--- config.mk ---
export PLATFORM = sky130hd
export DESIGN_NAME = audio_serializer_24
export DESIGN_NICKNAME = d
export VERILOG_FILES = /design/src/rtl/audio_serializer_24.sv
export SDC_FILE = /design/constraint.sdc
export NUM_CORES = 1
export LEC_CHECK = 0
export BUFFER_PORTS_ARGS = -buffer_cell sky130_fd_sc_hd__buf_2
export CAP_MARGIN = 5
export CELL_PAD_IN_SITES_DETAIL_PLACEMENT = 1
export CELL_PAD_IN_SITES_GLOBAL_PLACEMENT = 2
export CORE_ASPECT_RATIO = 0.75
export CORE_MARGIN = 1.5
export CORE_UTILIZATION = 31
export CTS_BUF_LIST = sky130_fd_sc_hd__clkbuf_16
export DETAILED_ROUTE_END_ITERATION = 16
export HOLD_SLACK_MARGIN = 0.02
export PLACE_DENSITY = 0.78
export SLEW_MARGIN = 20
export SYNTH_ARGS = -nofsm -noshare
export SYNTH_HDL_FRONTEND = slang
export SYNTH_SLANG_ARGS = --single-unit
--- constraint.sdc ---
create_clock -name clk -period 1.8 [get_ports clk]
set_clock_uncertainty 0.2 [all_clocks]
set_input_delay 0.36 -clock clk [delete_from_list [all_inputs] [get_ports clk]]
set_output_delay 0.36 -clock clk [all_outputs]
set_load 0.005 [all_outputs]
--- src/rtl/audio_serializer_24.sv ---
// rtl/audio_serializer_24.sv - 24-bit parallel-to-serial audio transmitter, MSB first
//
// Accepts one word per d_valid/d_ready handshake and shifts it out on sdata,
// holding each bit for CLKS_PER_BIT clocks. frame marks the MSB bit period,
// done pulses on the last clock of the word.
//
// Optional feature macro: AUDIO_SER_PARITY_EN
//   When defined, an extra bit period carrying even parity (XOR of the data
//   bits captured at accept) follows the LSB, and done moves to its last cycle.
//
// Parameters:
//   WIDTH         bits per word (2..32)
//   CLKS_PER_BIT  clocks each bit is held on sdata (>= 2)
//
// Ports:
//   clk      system clock, rising edge
//   reset    synchronous, active-high reset
//   d        parallel word, sampled only on the accept edge
//   d_valid  producer has a word on d
//   d_ready  high exactly when idle
//   sdata    serial data, MSB first, 0 when idle
//   frame    high during the whole MSB bit period
//   busy     high while a word (and parity bit) is being sent
//   done     one-cycle pulse on the last clock of the word

module audio_serializer_24 #(
    parameter int WIDTH        = 24,
    parameter int CLKS_PER_BIT = 4
) (
    input  logic             clk,
    input  logic             reset,
    input  logic [WIDTH-1:0] d,
    input  logic             d_valid,
    output logic             d_ready,
    output logic             sdata,
    output logic             frame,
    output logic             busy,
    output logic             done
);

    localparam int BW = $clog2(WIDTH);
    localparam int DW = $clog2(CLKS_PER_BIT);

    localparam logic [BW-1:0] BIT_LAST = BW'(WIDTH - 1);
    localparam logic [DW-1:0] DIV_LAST = DW'(CLKS_PER_BIT - 1);

`ifdef AUDIO_SER_PARITY_EN
    typedef enum logic [1:0] {
        IDLE   = 2'd0,
        SHIFT  = 2'd1,
        PARITY = 2'd2
    } state_t;
`else
    typedef enum logic [0:0] {
        IDLE  = 1'b0,
        SHIFT = 1'b1
    } state_t;
`endif

    state_t           state;
    state_t           state_next;
    logic [WIDTH-1:0] shreg;
    logic [BW-1:0]    bit_cnt;
    logic [DW-1:0]    div_cnt;
`ifdef AUDIO_SER_PARITY_EN
    logic             parity_bit;
`endif

    logic div_last;
    logic bit_last;
    logic accept;

    assign div_last = (div_cnt == DIV_LAST);
    assign bit_last = (bit_cnt == BIT_LAST);
    assign accept   = (state == IDLE) && d_valid;

    // Next-state and output decode. Outputs are purely a function of state
    // and counters so the MSB is visible in the cycle right after accept.
    always_comb begin
        state_next = state;
        d_ready    = 1'b0;
        sdata      = 1'b0;
        frame      = 1'b0;
        busy       = 1'b0;
        done       = 1'b0;
        case (state)
            IDLE: begin
                d_ready = 1'b1;
                if (d_valid) begin
                    state_next = SHIFT;
                end
            end
            SHIFT: begin
                busy  = 1'b1;
                sdata = shreg[WIDTH-1];
                frame = (bit_cnt == '0);
                if (div_last && bit_last) begin
`ifdef AUDIO_SER_PARITY_EN
                    state_next = PARITY;
`else
                    state_next = IDLE;
                    done       = 1'b1;
`endif
                end
            end
`ifdef AUDIO_SER_PARITY_EN
            PARITY: begin
                busy  = 1'b1;
                sdata = parity_bit;
                if (div_last) begin
                    state_next = IDLE;
                    done       = 1'b1;
                end
            end
`endif
            default: begin
                state_next = IDLE;
            end
        endcase
    end

    always_ff @(posedge clk) begin
        if (reset) begin
            state <= IDLE;
        end else begin
            state <= state_next;
        end
    end

    // Datapath: shift register, bit counter and bit-period divider.
    // d is captured only on the accept edge, so changes to d while busy
    // never reach sdata.
    always_ff @(posedge clk) begin
        if (reset) begin
            shreg      <= '0;
            bit_cnt    <= '0;
            div_cnt    <= '0;
`ifdef AUDIO_SER_PARITY_EN
            parity_bit <= 1'b0;
`endif
        end else if (accept) begin
            shreg      <= d;
            bit_cnt    <= '0;
            div_cnt    <= '0;
`ifdef AUDIO_SER_PARITY_EN
            parity_bit <= ^d;
`endif
        end else if (state == SHIFT) begin
            if (div_last) begin
                div_cnt <= '0;
                shreg   <= shreg << 1;
                // Return to 0 after the last bit rather than incrementing,
                // so a power-of-two WIDTH never overflows the counter.
                if (bit_last) begin
                    bit_cnt <= '0;
                end else begin
                    bit_cnt <= bit_cnt + 1'b1;
                end
            end else begin
                div_cnt <= div_cnt + 1'b1;
            end
        end
`ifdef AUDIO_SER_PARITY_EN
        else if (state == PARITY) begin
            if (div_last) begin
                div_cnt <= '0;
            end else begin
                div_cnt <= div_cnt + 1'b1;
            end
        end
`endif
    end

endmodule

==> After elaboration in Yosys (flattened, before gate mapping) <==
Index checks and enable logic that the tools add are counted.
{ "classes": {"n_addsub": 2, "n_mul": 0, "n_div": 0, "magnitude_cmp": 0, "eq_ne": 2, "shifts": 0, "mux": 14, "n_bitwise": 1, "n_reduce_logical": 8} }
{ "ops": {"columns": ["cell", "count"], "rows": [
  ["two-way mux 24 bit", 3],
  ["two-way mux 1 bit", 8],
  ["adder 5 x 1 -> 5 bit, second input constant", 1],
  ["== test 5 bit, second input constant", 1],
  ["zero test 5 bit", 1],
  ["two-way mux 5 bit", 1],
  ["AND reduction 2 bit", 2],
  ["nonzero test 2 bit", 2],
  ["adder 2 x 1 -> 2 bit, second input constant", 1],
  ["== test 2 bit, second input constant", 1],
  ["logical AND 1 bit", 2],
  ["two-way mux 2 bit", 1],
  ["one-hot mux 1 bit (2 select lines)", 1],
  ["OR reduction 2 bit", 1],
  ["inverter 1 bit", 1]
]} }
{ "word_totals": {"regBits": 32, "latchBits": 0, "ram_bits": 0, "mem_bits_ro": 0, "in_bits": 27, "output_inout_bits": 5, "wordCells": 31, "mem_count": 0} }

==> Depth between registers and ports, before layout <==
Gate-level depths: netlist of the first run.
{ "depth": {"depth_word": 4, "mapped_depth": 6, "depth_no_buf": 4} }

==> Worst setup path before layout of the first run <==
Ideal clock, no wire load.
{ "synth_path": {"path_kind": "register to register", "start": "register div_cnt[0]", "end": "register shreg[23]", "setup_ps": 132, "arrival_time_ps": 1253, "t_required_ps": 1468, "setup_slack_ps": 215, "path_stages_with_launch": 7, "n_path_buf": 2, "period_less_slack_ps": 1585, "path_cell_list": "dfxtp_1 > ha_1 > and2_1 > buf_4 > buf_4 > a22oi_1 > a21oi_1"} }
{ "synth_between": {"elab_chain_len": 3} }
{ "synth_lines": {"columns": ["item", "line_no", "rtl"], "rows": [
  ["start, declared", "64", "logic [DW-1:0] div_cnt;"],
  ["start signal, assigned", "160", "div_cnt <= div_cnt + 1'b1;"],
  ["== test 2 bit", "73", "assign div_last = (div_cnt == DIV_LAST);"],
  ["nonzero test 2 bit (no source line)", null, null],
  ["AND reduction 2 bit (no source line)", null, null],
  ["end signal, assigned", "151", "shreg <= shreg << 1;"],
  ["end, declared", "62", "logic [WIDTH-1:0] shreg;"]
]} }
No other way between the ends.
A chain may end at the register's enable or synchronous reset.

==> Final worst setup path of the first run <==
{ "layout_path": {"start": "register bit_cnt[0]", "end": "output port done"} }
{ "layout_between": {"elab_chain_len": 4} }
{ "layout_lines": {"columns": ["item", "line_no", "rtl"], "rows": [
  ["start, declared", "63", "logic [BW-1:0] bit_cnt;"],
  ["start signal, assigned", "157", "bit_cnt <= bit_cnt + 1'b1;"],
  ["== test 5 bit", "74", "assign bit_last = (bit_cnt == BIT_LAST);"],
  ["logical AND 1 bit", "97", "if (div_last && bit_last) begin"],
  ["two-way mux 1 bit", "97", null],
  ["two-way mux 1 bit", "86", "case (state)"],
  ["end, declared", "38", "output logic done"]
]} }
No other way between the ends.

==> results of run 1 <==
## synth_stat cells (all sizes together)
| cell type | instances |
|---|---|
| nor3b | 2 |
| nor4b | 1 |
| or3 | 1 |
| inv | 3 |
| nor3 | 5 |
| nor2 | 4 |
| and2 | 2 |
| clkbuf | 3 |
| buf | 9 |
| a211oi | 1 |
| mux2i | 3 |
| or4b | 1 |
| nand3 | 2 |
| xor2 | 1 |
| a21oi | 26 |
| ha | 3 |
| nand2 | 26 |
| a22oi | 23 |
| o21ai | 2 |
| nand2b | 1 |
| nor2b | 1 |
| dfxtp | 32 |
| xnor2 | 1 |
| or2 | 1 |
## cell families (layout without fill, tap and decap cells)
logic type,count (synthesis),in the layout,share of synthesized area (%)
AO/OA/AOI/OAI,52,52,23.7
AND/OR/NAND/NOR,47,47,16.5
flip-flops,32,32,46.7
buffers and inverters,15,51,5.93
adder cells (fa/ha/maj),3,3,2.74
multiplexers,3,3,3.10
XOR/XNOR,2,2,1.28
## cell type report
class,count,area share [%]
well taps,55,3.80
flip-flops and latches,32,36.0
multi-input cells,107,38.8
repair buffers,41,13.4
inverters,3,0.622
clock buffers,5,6.91
clock inverters,2,0.484
## flip-flops by register name, summed over array words and instances (netlist names)
signal and count:
div_cnt 2, shreg 24, bit_cnt 5, state 1
## what timing repair did
action	in CTS	in global routing
setup buffers	1	1
endpoints found under the hold margin	0	0
pin swaps	1	1
resized for setup	5	10
endpoints found under the setup margin	3	2
## power breakdown
| part | switching [W] | internal, W |
|---|---|---|
| clock network | 0.000279 | 0.000495 |
| logic | 0.0000840 | 0.0000808 |
| registers | 0.0000232 | 0.000743 |
## worst max path at each step
stage / from / end / slack, ns / cells past startpoint
5_1_grt: bit_cnt[1] / frame / -0.001 / 4
6_report: bit_cnt[0] / done / 0.03 / 4
3_5_place_dp: div_cnt[0] / done / 0.1 / 4
4_1_cts: bit_cnt[1] / done / 0.001 / 4
2_1_floorplan: div_cnt[0] / shreg[23] / 0.21 / 6
3_3_place_gp: div_cnt[0] / done / 0.15 / 4
## per-stage QoR
step / setup TNS [ns] / setup WS, ns
2_1_floorplan: 0 / 0.215
5_1_grt: -0.00202 / -0.00124
3_5_place_dp: 0 / 0.0982
3_3_place_gp: 0 / 0.149
4_1_cts: 0 / 0.00125
6_report: 0 / 0.0278
## tightest hold or removal path: cells and delay by family
kind / cells / cell delay, ns
buffers and inverters: 1 / 0.08
AOI/OAI and AO/OA: 2 / 0.18
## metal layers
layer | vias up | global-route usage [%] | share of wire [%]
met2 | 22 | 26.5 | 47
li1 | 614 | - | -
met4 | 0 | 8.13 | 1.7
met1 | 593 | 22.8 | 47
met3 | 8 | 4.36 | 4.3
met5 | - | 0 | 0
==> insert_results.sql, run 1 <==
INSERT INTO impl_metrics (metric_group, metric, value, unit) VALUES
('sta', 'final.min_clock_period', '1.77', 'ns'),
('cts', 'clk_root_buffer_cell', 'sky130_fd_sc_hd__clkbuf_16', ''),
('setup_path', 'cp_data_arrival_time', '1.21', 'ns'),
('cells_and_area', 'area_used_by_sequential_logic_in_the_layout', '652', 'µm²'),
('pwr', 'ir_worst_vdd', '0.450', 'mV'),
('grt', 'grt.total_usage', '17.2', '%'),
('setup_path', 'worst_setup_ep_type', 'output pin', ''),
('detailed_routing', 'wirelength', '3.69', 'mm'),
('grt', 'grt_start_max_net_pins', '24', ''),
('synthesis', 'post-synth-top-area-fraction', '46.7', '%'),
('detailed_routing', 'postRouteAntennaNets', '0', ''),
('place', 'buffer_ports.inserted', '31', ''),
('setup_path', 'crit_path_cell_trace', 'ha_4 > nand2_2 > nor3_2 > buf_2', ''),
('synthesis', 'synth.avg_cell_area', '8.90', 'µm²'),
('sta', 'slew-limit-headroom', '81.4', '%'),
('min_path', 'worst_hold_path_type', 'input port to flip-flop', ''),
('setup_path', 'worst-endpoint-required', '1.24', 'ns'),
('floorplanning', 'floorplan.core_area', '4150', 'µm²'),
('place', 'dpl-instance-area', '1600', 'µm²'),
('synthesis', 'post-synth-top-area-cell', 'sky130_fd_sc_hd__dfxtp_1', ''),
('grt', 'first_global_vias', '1256', ''),
('min_path', 'timing.hold.worst.start', 'd[8]', ''),
('pwr', 'report.power.total', '0.00171', 'W'),
('cells_and_area', 'layout-drive-gt1-share', '32.6', '%'),
('cts', 'clock_insertion_delay_worst_skew', '0.28', 'ns'),
('cells_and_area', 'layout.cells.most_common_list', 'sky130_fd_sc_hd__buf_2, sky130_fd_sc_hd__dfxtp_1, sky130_fd_sc_hd__a21oi_1', ''),
('detailed_routing', 'via_density', '5.05', ''),
('setup_path', 'regToRegEndpoint', 'shreg[18]', ''),
('setup_path', 'cp_num_buf_inv', '1', ''),
('run', 'maxCapViolCount', '0', ''),
('cts', 'numClockSinks', '32', ''),
('min_path', 'whs_endpoint', 'shreg[8]', ''),
('setup_path', 'rrSetupSlack', '0.12', 'ns'),
('setup_path', 'cp_top_family', 'flip-flops', ''),
('floorplanning', 'io_pins', '32', ''),
('cts', 'clock_tree_from_tritoncts', 'built', ''),
('min_path', 'min_path_cells', '3', ''),
('cts', 'path_clk_slew', '0.05', 'ns'),
('floorplanning', 'floorplan.die.height', '60.6', 'µm'),
('detailed_routing', 'via_count', '1237', ''),
('floorplanning', 'dieArea', '4840', 'µm²'),
('cts', 'htree_levels', '2', ''),
('cells_and_area', 'number_of_antenna_cells_inserted', '0', ''),
('setup_path', 'critical_path_peak_fanout', '4', ''),
('sta', 'fmax', '564', 'MHz'),
('cells_and_area', 'layout.cells.non_filler', '245', ''),
('cells_and_area', 'final_nets', '220', ''),
('sta', 'finalHoldViolations', '0', ''),
('pwr', 'power_density', '942', 'nW/µm²'),
('cts', 'cts.hold.buffers_added', '0', ''),
('synthesis', 'synth_warnings', '0', ''),
('detailed_routing', 'dr.pass1.iters', '4', ''),
('setup_path', 'slowest_delay', '0.37', 'ns'),
('grt', 'wire_length_of_the_first_global_routing_pass', '6.04', 'mm'),
('cts', 'cts-root-to-sink-buffers', '2', ''),
('synthesis', 'syn-num-nets', '184', ''),
('setup_path', 'kind_of_start_point_of_the_critical_path', 'flip-flop', ''),
('place', 'placed_instances', '236', ''),
('cells_and_area', 'fin_util', '43.6', '%'),
('synthesis', 'netlist_top_cells_area', 'sky130_fd_sc_hd__dfxtp_1, sky130_fd_sc_hd__a22oi_1, sky130_fd_sc_hd__a21oi_1, sky130_fd_sc_hd__nand2_1, sky130_fd_sc_hd__ha_1', ''),
('outcome', 'outcome', 'completed', ''),
('detailed_routing', 'wl_per_cell', '15.0', 'µm'),
('sta', 'worst_hold_slack', '0.178', 'ns'),
('sta', 'setup-violations-final', '0', ''),
('cells_and_area', 'most_frequent_standard_cell_in_the_layout_excluding_fill_and_tap_cells', 'sky130_fd_sc_hd__buf_2', ''),
('setup_path', 'rr_startpoint', 'div_cnt[0]', ''),
('cells_and_area', 'area_growth_syn_to_layout', '32.0', '%'),
('cells_and_area', 'area_of_the_multi_input_gates', '702', 'µm²'),
('synthesis', 'synth_sequential_area_ratio', '46.7', '%'),
('cells_and_area', 'finish.instance_area', '1810', 'µm²'),
('floorplanning', 'die_w', '79.8', 'µm');
No activity file was read; power rests on OpenSTA's default activity.
==> run 2: changes to the inputs <==
==> constraint.sdc (replaced) <==
create_clock -name clk -period 2 [get_ports clk]
set_clock_uncertainty 0.2 [all_clocks]
set_input_delay 0.4 -clock clk [delete_from_list [all_inputs] [get_ports clk]]
set_output_delay 0.4 -clock clk [all_outputs]
set_load 0.005 [all_outputs]
==> run 2 against run 1 <==
Compared with the run above: register-to-register slack better by 0.26 ns; largest power group unchanged; sequential cell count stayed put; critical path type unchanged; core utilization is 1.2 points lower; clock-buffer cell count stayed put; via count is 1.6% lower; first-iteration DRC count is 120% higher.
==> insert_results.sql, run 2 (synthesized netlist as in run 1, its figures left out) <==
INSERT INTO impl_metrics (metric_group, metric, value, unit) VALUES
('outcome', 'outcome', 'completed', ''),
('min_path', 'min_path_cells', '3', ''),
('cells_and_area', 'most_frequent_standard_cell_in_the_layout_excluding_fill_and_tap_cells', 'sky130_fd_sc_hd__buf_2', ''),
('floorplanning', 'die_w', '79.8', 'µm'),
('cells_and_area', 'layout.cells.non_filler', '243', ''),
('cells_and_area', 'layout-drive-gt1-share', '28.2', '%'),
('detailed_routing', 'dr.pass1.iters', '4', ''),
('floorplanning', 'floorplan.die.height', '60.6', 'µm'),
('cells_and_area', 'final.fill_count', '516', ''),
('setup_path', 'worst-endpoint-required', '1.40', 'ns'),
('cts', 'cts.hold.buffers_added', '0', ''),
('min_path', 'timing.hold.worst.start', 'd[5]', ''),
('place', 'buffer_ports.inserted', '31', ''),
('cells_and_area', 'final_nets', '217', ''),
('cts', 'cts-buffers-inserted', '5', ''),
('setup_path', 'worst_r2r_path_depth', '4', ''),
('detailed_routing', 'postRouteAntennaNets', '0', ''),
('grt', 'grt.total_usage', '16.5', '%'),
('grt', 'grt_start_max_net_pins', '27', ''),
('sta', 'setup-violations-final', '0', ''),
('setup_path', 'rrSetupSlack', '0.38', 'ns'),
('cells_and_area', 'reg_top3', 'shreg (24), bit_cnt (5), div_cnt (2)', ''),
('run', 'maxCapViolCount', '0', ''),
('cts', 'clock_tree_from_tritoncts', 'built', ''),
('pwr', 'power_density', '882', 'nW/µm²'),
('sta', 'timing.setup.tns', '0', 'ns'),
('cells_and_area', 'largest-register', 'shreg', ''),
('detailed_routing', 'initialDrtViolationCount', '93', ''),
('sta', 'slew-limit-headroom', '81.4', '%'),
('grt', 'wire_length_of_the_first_global_routing_pass', '5.82', 'mm'),
('grt', 'initial_antenna_violation_count', '0', ''),
('place', 'hpwl', '2.53', 'mm'),
('pwr', 'ir_worst_vdd', '0.421', 'mV'),
('cts', 'numClockSinks', '32', ''),
('cts', 'htree_levels', '2', ''),
('floorplanning', 'dieArea', '4840', 'µm²'),
('detailed_routing', 'wl_per_cell', '14.6', 'µm'),
('place', 'placed_instances', '235', ''),
('cts', 'cts-root-to-sink-buffers', '2', ''),
('cells_and_area', 'finish.instance_area', '1760', 'µm²'),
('cts', 'path_clk_slew', '0.05', 'ns'),
('setup_path', 'rr_startpoint', 'bit_cnt[0]', ''),
('place', 'dpl-instance-area', '1610', 'µm²'),
('cells_and_area', 'layout.cells.most_common_list', 'sky130_fd_sc_hd__buf_2, sky130_fd_sc_hd__dfxtp_1, sky130_fd_sc_hd__a21oi_1', ''),
('grt', 'globalRoute.totalOverflow', '0', ''),
('detailed_routing', 'wirelength', '3.56', 'mm'),
('place', 'gp_congestion', '0.794', ''),
('pwr', 'total_leakage_power', '0.661', 'nW'),
('setup_path', 'kind_of_start_point_of_the_critical_path', 'flip-flop', ''),
('cells_and_area', 'largest_register_ff_count', '24', ''),
('cts', 'clk_root_buffer_cell', 'sky130_fd_sc_hd__clkbuf_16', ''),
('cts', 'post_cts_buffers', '0', ''),
('sta', 'fmax', '533', 'MHz'),
('cts', 'clock_insertion_delay_worst_skew', '0.28', 'ns'),
('setup_path', 'cp_data_arrival_time', '1.27', 'ns'),
('sta', 'worst_pin_slew', '0.279', 'ns'),
('setup_path', 'worst_setup_ep_type', 'output pin', ''),
('floorplanning', 'floorplan.core_area', '4150', 'µm²'),
('cells_and_area', 'fin_util', '42.3', '%'),
('floorplanning', 'io_pins', '32', ''),
('setup_path', 'worstSetupPathType', 'flip-flop to output pin', ''),
('detailed_routing', 'via_count', '1217', ''),
('sta', 'finalHoldViolations', '0', ''),
('grt', 'first_global_vias', '1269', ''),
('sta', 'final_worst_path_period_share', '93.7', '%'),
('cells_and_area', 'number_of_antenna_cells_inserted', '0', ''),
('setup_path', 'regToRegEndpoint', 'bit_cnt[4]', ''),
('sta', 'slew_violations', '0', ''),
('min_path', 'worst_hold_path_type', 'input port to flip-flop', ''),
('cells_and_area', 'area_growth_syn_to_layout', '28.3', '%'),
('min_path', 'whs_endpoint', 'shreg[5]', ''),
('sta', 'final.min_clock_period', '1.87', 'ns'),
('setup_path', 'critical_path_peak_fanout', '6', ''),
('floorplanning', 'rows', '20', ''),
('sta', 'rsz0062_at_grt', 'false', ''),
('floorplanning', 'initial_core_util', '33.0', '%'),
('detailed_routing', 'via_density', '5.01', ''),
('sta', 'worst_hold_slack', '0.219', 'ns'),
('detailed_routing', 'drc_errors', '0', '');
==> run 2: per-stage QoR <==
step,setup slack [ns],total power [W]
after floorplan,0.379,0.000782
after global placement,0.309,0.000836
after detailed placement,0.268,0.000846
after CTS,0.0236,0.00157
after global routing,0.0228,0.00163
final,0.125,0.00155
==> run 2: worst max path at each step <==
stage | from | endpoint | cells past startpoint
4_1_cts | state | frame | 3
2_1_floorplan | div_cnt[0] | done | 3
3_5_place_dp | div_cnt[0] | done | 4
6_report | div_cnt[1] | done | 4
3_3_place_gp | div_cnt[0] | done | 4
5_1_grt | bit_cnt[0] | done | 4
==> run 2: report_power, final <==
group          switching, W  total [W]  internal [W]
sequential        0.0000203   0.000691      0.000670
clock              0.000266   0.000717      0.000451
combinational     0.0000750   0.000145     0.0000699
total              0.000361    0.00155       0.00119
==> run 2: cell type report <==
type / count / area (µm²) / share of cell area [%]
repair buffers: 38 / 233 / 13.2
inverters: 3 / 11.3 / 0.640
flip-flops and latches: 32 / 643 / 36.6
clock inverters: 3 / 13.8 / 0.782
clock buffers: 5 / 125 / 7.11
well taps: 55 / 68.8 / 3.91
multi-input cells: 107 / 664 / 37.8
==> run 2: layer usage <==
metal  routed length, µm  up-vias  track usage (%)
met5                   0        -                0
li1                    -      610                -
met4                  14        0             5.91
met2                1620       21             27.1
met1                1770      584             19.4
met3                 159        2             7.22
==> run 2: what timing repair did <==
action                                 4_1_cts  5_1_grt
setup endpoints to repair                    1        2
endpoints found under the hold margin        0        0
gates resized for setup                      1        3
==> run 2: critical path: stages (launching register included) <==
cell and delay, ns:
sky130_fd_sc_hd__dfxtp_1 0.38, sky130_fd_sc_hd__ha_4 0.21, sky130_fd_sc_hd__nand2_1 0.08, sky130_fd_sc_hd__nor3_2 0.19
sky130_fd_sc_hd__buf_2 0.14
==> run 3: changes to the inputs <==
--- a/config.mk
+++ b/config.mk
@@ -15,7 +15,7 @@
 export CTS_BUF_LIST = sky130_fd_sc_hd__clkbuf_16
 export DETAILED_ROUTE_END_ITERATION = 16
 export HOLD_SLACK_MARGIN = 0.02
-export PLACE_DENSITY = 0.78
+export PLACE_DENSITY_LB_ADDON = 0.1
 export SLEW_MARGIN = 20
 export SYNTH_ARGS = -nofsm -noshare
 export SYNTH_HDL_FRONTEND = slang
==> run 3 against run 2 <==
Compared with the run above: sequential power hardly changed; clock power is 4.5% lower; combinational power is 3% lower; die area stayed put; clock-buffer cell count stayed put; maximum frequency is 1.2% higher; hold slack better by 0.0032 ns; core utilization is 0.21 points lower; register-to-register slack hardly changed; largest power group is now sequential cells.
==> insert_results.sql, run 3 (synthesized netlist as in run 1, its figures left out) <==
INSERT INTO impl_metrics (metric_group, metric, value, unit) VALUES
('cts', 'cts-root-to-sink-buffers', '2', ''),
('detailed_routing', 'postRouteAntennaNets', '0', ''),
('sta', 'finalHoldViolations', '0', ''),
('sta', 'final_worst_path_period_share', '92.6', '%'),
('setup_path', 'worst_r2r_path_depth', '4', ''),
('cts', 'cts-buffers-inserted', '5', ''),
('detailed_routing', 'dr.pass1.iters', '4', ''),
('sta', 'setup-violations-final', '0', ''),
('cells_and_area', 'reg_top3', 'shreg (24), bit_cnt (5), div_cnt (2)', ''),
('cts', 'path_clk_slew', '0.05', 'ns'),
('cells_and_area', 'largest_register_ff_count', '24', ''),
('sta', 'timing.setup.tns', '0', 'ns'),
('cells_and_area', 'number_of_antenna_cells_inserted', '0', ''),
('pwr', 'ir_worst_vdd', '0.470', 'mV'),
('setup_path', 'worst_setup_ep_type', 'output pin', ''),
('place', 'gp_congestion', '0.763', ''),
('cells_and_area', 'layout-drive-gt1-share', '27.0', '%'),
('cts', 'htree_levels', '2', ''),
('sta', 'rsz0062_at_grt', 'false', ''),
('cts', 'clock_tree_from_tritoncts', 'built', ''),
('detailed_routing', 'wirelength', '3.42', 'mm'),
('pwr', 'total_leakage_power', '0.665', 'nW'),
('detailed_routing', 'wl_per_cell', '14.0', 'µm'),
('floorplanning', 'io_pins', '32', ''),
('detailed_routing', 'via_count', '1232', ''),
('floorplanning', 'dieArea', '4840', 'µm²'),
('cts', 'post_cts_buffers', '0', ''),
('pwr', 'power_density', '865', 'nW/µm²'),
('grt', 'first_global_vias', '1186', ''),
('setup_path', 'kind_of_start_point_of_the_critical_path', 'flip-flop', ''),
('setup_path', 'worstSetupPathType', 'flip-flop to output pin', ''),
('floorplanning', 'initial_core_util', '33.0', '%'),
('setup_path', 'cp_data_arrival_time', '1.25', 'ns'),
('min_path', 'timing.hold.worst.start', 'd[6]', ''),
('setup_path', 'critical_path_peak_fanout', '6', ''),
('grt', 'grt.total_usage', '15.1', '%'),
('sta', 'slew-limit-headroom', '83.1', '%'),
('detailed_routing', 'drc_errors', '0', ''),
('cells_and_area', 'largest-register', 'shreg', ''),
('cells_and_area', 'area_growth_syn_to_layout', '27.6', '%'),
('place', 'hpwl', '2.46', 'mm'),
('setup_path', 'worst-endpoint-required', '1.40', 'ns'),
('cts', 'numClockSinks', '32', ''),
('setup_path', 'critPathLaunch', 'div_cnt[0]', ''),
('cells_and_area', 'final.fill_count', '494', ''),
('floorplanning', 'floorplan.core_area', '4150', 'µm²'),
('grt', 'initial_antenna_violation_count', '0', ''),
('cells_and_area', 'area_of_the_multi_input_gates', '664', 'µm²'),
('grt', 'globalRoute.totalOverflow', '0', ''),
('min_path', 'worst_hold_path_type', 'input port to flip-flop', ''),
('grt', 'wire_length_of_the_first_global_routing_pass', '5.48', 'mm'),
('sta', 'setup_ws', '0.147', 'ns'),
('sta', 'slew_violations', '0', ''),
('floorplanning', 'floorplan.die.height', '60.6', 'µm'),
('floorplanning', 'rows', '20', ''),
('place', 'pre_cts_slack', '0.233', 'ns'),
('place', 'buffer_ports.inserted', '31', ''),
('cts', 'clk_root_buffer_cell', 'sky130_fd_sc_hd__clkbuf_16', ''),
('floorplanning', 'die_w', '79.8', 'µm'),
('cts', 'cts.hold.buffers_added', '0', ''),
('detailed_routing', 'via_density', '5.05', ''),
('cts', 'clock_insertion_delay_worst_skew', '0.27', 'ns'),
('min_path', 'min_path_cells', '3', ''),
('cells_and_area', 'area_used_by_sequential_logic_in_the_layout', '642', 'µm²'),
('outcome', 'outcome', 'completed', ''),
('run', 'maxCapViolCount', '0', ''),
('cells_and_area', 'layout.cells.most_common_list', 'sky130_fd_sc_hd__dfxtp_1, sky130_fd_sc_hd__buf_2, sky130_fd_sc_hd__a21oi_1', ''),
('sta', 'fmax', '540', 'MHz'),
('detailed_routing', 'initialDrtViolationCount', '64', ''),
('cells_and_area', 'final_nets', '218', ''),
('setup_path', 'rr_startpoint', 'bit_cnt[0]', ''),
('sta', 'final.min_clock_period', '1.85', 'ns'),
('sta', 'worst_pin_slew', '0.250', 'ns'),
('grt', 'grt_start_max_net_pins', '27', '');
[run 3: cell count changes in the layout (fill, tap and decap cells not counted), sizes merged]
cell    change
clkinv      -2
buf         +1
inv         +2
[run 3: worst paths after layout]
path                     end  slack (ns)
setup / recovery        done        0.15
hold / removal      shreg[6]        0.22
setup reg to reg  bit_cnt[4]        0.38
hold reg to reg     shreg[6]        0.25
[run 3: layer usage]
layer / GRT usage (%) / routed length [µm] / part of all wire (%)
met1: 18.6 / 1610 / 47
met2: 26.3 / 1660 / 49
met3: 4.06 / 119 / 3.5
met4: 4.43 / 25 / 0.73
met5: 0 / 0 / 0
[run 3: cell type report]
type | instances | area share [%]
clock inverter | 3 | 0.643
inverter | 3 | 0.643
timing repair buffer | 39 | 13.0
tap | 55 | 3.93
multi-input combinational | 107 | 38.0
clock buffer | 5 | 7.15
sequential | 32 | 36.7
[run 3: what timing repair did]
action                                  4_1_cts  5_1_grt
cloned                                        0        0
endpoints found under the setup margin        1        1
gates resized for setup                       1        2
hold endpoints to repair                      0        0
[run 3: where the power goes]
part / switching, W / internal, W / leakage, nW / total [W]
clock network: 0.000239 / 0.000446 / 0.0738 / 0.000685
logic: 0.0000738 / 0.0000676 / 0.328 / 0.000141
registers: 0.0000178 / 0.000670 / 0.262 / 0.000688
total: 0.000331 / 0.00118 / 0.665 / 0.00151
[run 3: worst max-delay path: stages (launching register included)]
cell,delay (ns)
sky130_fd_sc_hd__dfxtp_2,0.37
sky130_fd_sc_hd__ha_4,0.20
sky130_fd_sc_hd__nand2_1,0.08
sky130_fd_sc_hd__nor3_2,0.20
sky130_fd_sc_hd__buf_2,0.14
[run 3: per-stage QoR]
stage               instances  hold WS, ns  total power [W]  area (µm²)  util [%]
finish                    244        0.223          0.00151        1750      42.1
global route              244        0.230          0.00158        1750      42.1
CTS                       244        0.220          0.00153        1740      41.9
detailed placement        236        0.247         0.000843        1600      38.5
global placement          236        0.241         0.000835        1600      38.5
floorplan                 154        0.232         0.000782        1370         -
